==> config.mk <==
export PLATFORM = sky130hd
export DESIGN_NAME = led_display_ctrl_flat
export DESIGN_NICKNAME = d
export VERILOG_FILES = /design/src/rtl/led_display_ctrl_if.sv /design/src/rtl/led_display_ctrl.sv /design/src/flat_wrapper.sv
export SDC_FILE = /design/constraint.sdc
export NUM_CORES = 1
export LEC_CHECK = 0
export BUFFER_PORTS_ARGS = -buffer_cell sky130_fd_sc_hd__buf_2
export CAP_MARGIN = 20
export CORE_MARGIN = 2
export CORE_UTILIZATION = 40
export DETAILED_ROUTE_END_ITERATION = 16
export PLACE_DENSITY = 0.7
export SYNTH_ARGS = -nofsm -noshare
export SYNTH_HDL_FRONTEND = slang
export SYNTH_SLANG_ARGS = --single-unit
export TNS_END_PERCENT = 50
==> constraint.sdc <==
create_clock -name clk -period 2.76 [get_ports clk]
set_clock_uncertainty 0.15 [all_clocks]
set_input_delay 0.276 -clock clk [delete_from_list [all_inputs] [get_ports clk]]
set_output_delay 0.276 -clock clk [all_outputs]
set_load 0.02 [all_outputs]
==> src/rtl/led_display_ctrl_if.sv <==
// Connects the game logic to the LED display controller: display controls, the two colour
// buses, and the registered LED drive and phase indicators.
interface led_display_ctrl_if #(
  parameter int unsigned NUM_LEDS = 4,
  parameter int unsigned COLOR_W  = 3,
  parameter int unsigned PWM_BITS = 4
);
  logic [1:0]                  mode;
  logic                        blink_enable;
  logic [NUM_LEDS-1:0]         blink_mask;
  logic [PWM_BITS-1:0]         brightness;
  logic [NUM_LEDS*COLOR_W-1:0] guess_rgb;
  logic [NUM_LEDS*COLOR_W-1:0] history_rgb;
  logic [NUM_LEDS*COLOR_W-1:0] rgb_out;
  logic                        show_phase;
  logic                        blink_phase;

  modport master (
    output mode, blink_enable, blink_mask, brightness, guess_rgb, history_rgb,
    input  rgb_out, show_phase, blink_phase
  );

  modport slave (
    input  mode, blink_enable, blink_mask, brightness, guess_rgb, history_rgb,
    output rgb_out, show_phase, blink_phase
  );
endinterface

==> src/rtl/led_display_ctrl.sv <==
// Drives NUM_LEDS RGB LEDs from guess/history colours with display modes, per-LED blink,
// timed guess/history alternation and global PWM brightness. All outputs are registered.
module led_display_ctrl #(
  parameter int unsigned NUM_LEDS  = 4,
  parameter int unsigned COLOR_W   = 3,
  parameter int unsigned BLINK_DIV = 25000000,
  parameter int unsigned SHOW_DIV  = 50000000,
  parameter int unsigned PWM_BITS  = 4
) (
  input logic               clk,
  input logic               rst,
  led_display_ctrl_if.slave bus
);
  localparam int unsigned BLINK_CW = $clog2(BLINK_DIV);
  localparam int unsigned SHOW_CW  = $clog2(SHOW_DIV);
  localparam logic [BLINK_CW-1:0] BLINK_LAST = BLINK_CW'(BLINK_DIV - 1);
  localparam logic [SHOW_CW-1:0]  SHOW_LAST  = SHOW_CW'(SHOW_DIV - 1);
  localparam int unsigned RGB_W = NUM_LEDS * COLOR_W;

  typedef enum logic [1:0] {
    MODE_GUESS   = 2'd0,
    MODE_HISTORY = 2'd1,
    MODE_ALT     = 2'd2,
    MODE_BLANK   = 2'd3
  } mode_e;

  mode_e mode_c;

  logic [BLINK_CW-1:0] blink_cnt_q, blink_cnt_d;
  logic                blink_act_q, blink_act_d;
  logic                blink_phase_q, blink_phase_d;

  logic [SHOW_CW-1:0]  show_cnt_q, show_cnt_d;
  logic                show_act_q, show_act_d;
  logic                show_phase_q, show_phase_d;

  logic [PWM_BITS-1:0] pwm_cnt_q, pwm_cnt_d;
  logic                pwm_on_c;

  logic [RGB_W-1:0]    src_c;
  logic [NUM_LEDS-1:0] lit_c;
  logic [RGB_W-1:0]    rgb_q, rgb_d;

  assign mode_c = mode_e'(bus.mode);

  // The counters index the currently displayed cycle: the first enabled cycle shows count 0,
  // so every blink/show half-period seen at the pins is exactly DIV cycles, including the first.
  always_comb begin
    blink_act_d   = bus.blink_enable;
    blink_cnt_d   = '0;
    blink_phase_d = 1'b1;
    if (bus.blink_enable && blink_act_q) begin
      if (blink_cnt_q == BLINK_LAST) begin
        blink_cnt_d   = '0;
        blink_phase_d = ~blink_phase_q;
      end else begin
        blink_cnt_d   = blink_cnt_q + 1'b1;
        blink_phase_d = blink_phase_q;
      end
    end
  end

  always_comb begin
    show_act_d   = (mode_c == MODE_ALT);
    show_cnt_d   = '0;
    show_phase_d = 1'b0;
    if ((mode_c == MODE_ALT) && show_act_q) begin
      if (show_cnt_q == SHOW_LAST) begin
        show_cnt_d   = '0;
        show_phase_d = ~show_phase_q;
      end else begin
        show_cnt_d   = show_cnt_q + 1'b1;
        show_phase_d = show_phase_q;
      end
    end
  end

  always_comb begin
    pwm_cnt_d = pwm_cnt_q + 1'b1;
    pwm_on_c  = (pwm_cnt_q < bus.brightness) || (&bus.brightness);
  end

  // Source selection is common to all LEDs; only the blink blanking is per LED.
  always_comb begin
    unique case (mode_c)
      MODE_GUESS:   src_c = bus.guess_rgb;
      MODE_HISTORY: src_c = bus.history_rgb;
      MODE_ALT:     src_c = show_phase_d ? bus.history_rgb : bus.guess_rgb;
      MODE_BLANK:   src_c = '0;
      default:      src_c = '0;
    endcase
  end

  always_comb begin
    lit_c = '0;
    rgb_d = '0;
    for (int unsigned i = 0; i < NUM_LEDS; i++) begin
      lit_c[i] = pwm_on_c && !(bus.blink_enable && bus.blink_mask[i] && !blink_phase_d);
      rgb_d[i*COLOR_W +: COLOR_W] = lit_c[i] ? src_c[i*COLOR_W +: COLOR_W] : '0;
    end
  end

  always_ff @(posedge clk) begin
    if (rst) begin
      blink_cnt_q   <= '0;
      blink_act_q   <= 1'b0;
      blink_phase_q <= 1'b1;
      show_cnt_q    <= '0;
      show_act_q    <= 1'b0;
      show_phase_q  <= 1'b0;
      pwm_cnt_q     <= '0;
      rgb_q         <= '0;
    end else begin
      blink_cnt_q   <= blink_cnt_d;
      blink_act_q   <= blink_act_d;
      blink_phase_q <= blink_phase_d;
      show_cnt_q    <= show_cnt_d;
      show_act_q    <= show_act_d;
      show_phase_q  <= show_phase_d;
      pwm_cnt_q     <= pwm_cnt_d;
      rgb_q         <= rgb_d;
    end
  end

  assign bus.rgb_out     = rgb_q;
  assign bus.show_phase  = show_phase_q;
  assign bus.blink_phase = blink_phase_q;
endmodule

==> src/flat_wrapper.sv <==
// flat-port wrapper written by rule: the top's interface ports become plain ports
module led_display_ctrl_flat 
#(
  parameter int unsigned NUM_LEDS  = 4,
  parameter int unsigned COLOR_W   = 3,
  parameter int unsigned BLINK_DIV = 25000000,
  parameter int unsigned SHOW_DIV  = 50000000,
  parameter int unsigned PWM_BITS  = 4
)
  (clk, rst, bus_mode, bus_blink_enable, bus_blink_mask, bus_brightness, bus_guess_rgb, bus_history_rgb, bus_rgb_out, bus_show_phase, bus_blink_phase);
  led_display_ctrl_if #(.NUM_LEDS(NUM_LEDS), .COLOR_W(COLOR_W), .PWM_BITS(PWM_BITS)) bus_i ();
  input logic clk;
  input logic rst;
  input wire logic [$bits(bus_i.mode)-1:0] bus_mode;
  input wire logic [$bits(bus_i.blink_enable)-1:0] bus_blink_enable;
  input wire logic [$bits(bus_i.blink_mask)-1:0] bus_blink_mask;
  input wire logic [$bits(bus_i.brightness)-1:0] bus_brightness;
  input wire logic [$bits(bus_i.guess_rgb)-1:0] bus_guess_rgb;
  input wire logic [$bits(bus_i.history_rgb)-1:0] bus_history_rgb;
  output wire logic [$bits(bus_i.rgb_out)-1:0] bus_rgb_out;
  output wire logic [$bits(bus_i.show_phase)-1:0] bus_show_phase;
  output wire logic [$bits(bus_i.blink_phase)-1:0] bus_blink_phase;
  assign bus_i.mode = bus_mode;
  assign bus_i.blink_enable = bus_blink_enable;
  assign bus_i.blink_mask = bus_blink_mask;
  assign bus_i.brightness = bus_brightness;
  assign bus_i.guess_rgb = bus_guess_rgb;
  assign bus_i.history_rgb = bus_history_rgb;
  assign bus_rgb_out = bus_i.rgb_out;
  assign bus_show_phase = bus_i.show_phase;
  assign bus_blink_phase = bus_i.blink_phase;
  led_display_ctrl #(.NUM_LEDS(NUM_LEDS), .COLOR_W(COLOR_W), .BLINK_DIV(BLINK_DIV), .SHOW_DIV(SHOW_DIV), .PWM_BITS(PWM_BITS)) u_core (.clk(clk), .rst(rst), .bus(bus_i));
endmodule
==> results.md <==
- Outcome: complete, no violations
- P_leak: 1.49 nW
- Routed vias: around 2700
- Internal power: about 1.6 mW
- Fmax: a little over 400 MHz
- Slew @ Worst Pin: between 600 and 700 ps
- Synthesized area per cell: just under 9 um^2
- Top_reg_cell synth: dfxtp_1
- Setup bufs post-CTS: 0
- Global route overflow: 0
- GR Util All Layers: 0.162
- Reg power frac: 0.510
- Max-cap violations: 0
- Final setup violation count: 0
- Slew HR: 0.548
- Fillers: just under 800
- Minimum clock period: approximately 2400 ps
- Nets: about 480
- Routed Wire Length: just under 7000 um
- # resized after CTS: 0
- RSZ-0062 raised after global routing: false
- Area Overhead vs Synth: 17.1%
- Crit path DAT: between 2000 and 3000 ps
- Post-synthesis instance total: ~380
- Sw Pwr: 449 uW
- Detailed router's first-iteration violation count: approximately 130
- First-pass GRT wire length: around 11000 um
- Post-synth EDFFs: 0
- Post-DR wirelength/cell: between 10 and 15 um
- Clock Power Share: 0.422
- Drt pass-1 iters: 4
- Commonest non-fill, non-tap cells in the layout: dfxtp_1, nor2_1, buf_2, a21oi_1, xor2_1
- Vias in the first global route: 2561
- Chip width: roughly 95 um
- Unique cell type count in the Yosys netlist: just over 40
- Clock root buffer: clkbuf_8
- Clock Latency Late Sink: between 300 and 400 ps
- Leading area contributor after synthesis: dfxtp_1
- Layout cells sized above 1: 0.172
- Startpoint Class: flip-flop
- Die ar.: 9030 um^2
- Largest net degree at the start of global routing: 28
- CP endpoint kind: flip-flop
- # IOs: around 50
- Syn Nets: between 400 and 500
- Initial Utilization: 0.408
- Cell Count Post-Placement: between 500 and 600
- Finished Layout Cells: roughly 540
- Initial antenna violation count: 0
- Syn. warnings: 0
- # hold bufs at CTS: 0
- Hold Path Class: input port to flip-flop
- Setup TNS: 0 ps
- WS Path Type: flip-flop to flip-flop
- CTS Buf Count: 9
- Logic gate share of total power: 0.069
- Asr flop ratio synth: 0
- H-tree levels: 3
- Register bit count reported by yosys: a little over 70
- CTS tree: yes
- Data required, critical path: approximately 2800 ps
- Ant diodes: 0
- Commonest non-fill, non-tap cell in the layout: dfxtp_1
- Fin crit share: 0.888
- Top cell type's share of synthesized area: 0.429
- R2R setup slack: 310 ps
- Mapped Area: between 3000 and 4000 um^2
- Worst vdd ir: 0.338 mV
- DRC viols: 0
- Rows: 33
- Slew Limit Fails: 0
- Clock buffer depth: 2
- Via/cell ratio: 5.08
- Final Hold Viols: 0
- Switching share of total power: 0.217
- Sequential-to-total area share from yosys stat: 0.429
- Final HPWL DP: 4870 um
- Die H: around 95 um
- Worst setup slack after placement: 313 ps
- Core Region: between 8000 and 9000 um^2
- ANT nets after route: 0
- Power density over the cells: roughly 530 nW/um^2
- Area contributors post-synth: dfxtp_1, xor2_1, nor2_1, a21oi_1, xnor2_1
- Worst-path maximum fanout: 13
- Clock-pin slew of the registers on the worst-case setup and hold paths: about 70 ps
- Total clock sinks: roughly 70
- PortBufs: 50
- GPL Wtd Cong: around 0.72
- Final WS setup: 310 ps
[Yosys cell counts (all sizes together) (2+ instances only)]
master  count
xnor2      16
buf         4
or3         7
a41o        4
xor2       27
nand2b      2
and4        4
ha          6
nand3      23
o21ai       9
nand2      18
clkbuf      7
nor2       58
a21oi      32
inv         9
dfxtp      71
nor3        6
mux2i      11
nand3b      2
or2         4
nor2b      14
nor4        2
nand4      14
nor3b      10
and3        8
[power by group through the flow]
stage                     clock (mW)  combinational [mW]  sequential [mW]
final                          0.872               0.142             1.05
after global routing           0.948               0.159             1.05
after CTS                      0.904               0.143             1.05
after detailed placement           0               0.143             1.08
after global placement             0               0.138             1.08
after floorplan                    0              0.0640             1.09
[state kept, by name, summed over array words and instances (netlist names)]
| signal | cells |
|---|---|
| u_core.show_cnt_q | 26 |
| u_core.pwm_cnt_q | 4 |
| u_core.bus.blink_phase | 1 |
| u_core.show_act_q | 1 |
| u_core.bus.rgb_out | 12 |
| u_core.blink_act_q | 1 |
| u_core.bus.show_phase | 1 |
| u_core.blink_cnt_q | 25 |
[cell families after synthesis]
logic type,share of synthesized area
adder cells (fa/ha/maj),0.0226
buffers and inverters,0.0268
multiplexers,0.0332
XOR/XNOR,0.114
AND/OR/NAND/NOR,0.283
AO/OA/AOI/OAI,0.0925
flip-flops,0.429
[layout make-up]
class	instances	area, um^2	share of cell area
repair buffers	53	273	0.0703
flip-flops and latches	71	1420	0.366
inverters	9	33.8	0.00870
clock inverters	2	37.5	0.00967
multi-input cells	288	1810	0.465
clock buffers	13	179	0.0461
well taps	105	131	0.0338
[routing by layer]
layer  track usage  part of all wire
met4        0.0592             0.011
met5             0                 0
met1         0.200              0.46
met3        0.0506             0.031
met2         0.266              0.49
[final timing paths]
path	to	start	cells past startpoint
worst max-delay path	u_core.bus.rgb_out[4]	u_core.show_cnt_q[0]	8
worst min-delay path	u_core.pwm_cnt_q[0]	rst	2
worst max register to register	u_core.bus.rgb_out[4]	u_core.show_cnt_q[0]	8
worst min register to register	u_core.show_cnt_q[0]	u_core.show_cnt_q[0]	1
[metrics by stage]
step           hold slack (ps)   util  cell area, um^2  total power [mW]
2_1_floorplan              193      -             3320              1.16
6_report                  60.5  0.477             3880              2.07
3_3_place_gp               290  0.451             3660              1.21
4_1_cts                   41.4  0.477             3880              2.10
5_1_grt                   48.7  0.477             3880              2.16
3_5_place_dp               301  0.451             3660              1.22
[worst max-delay path, stage by stage (launching register included)]
cell	delay (ps)
dfxtp_1	370
ha_1	210
nand3_1	110
or4b_4	570
o21a_4	220
o21ai_4	130
buf_4	260
mux2i_1	210
a21oi_1	90
Power figures use the tool's default switching activity.
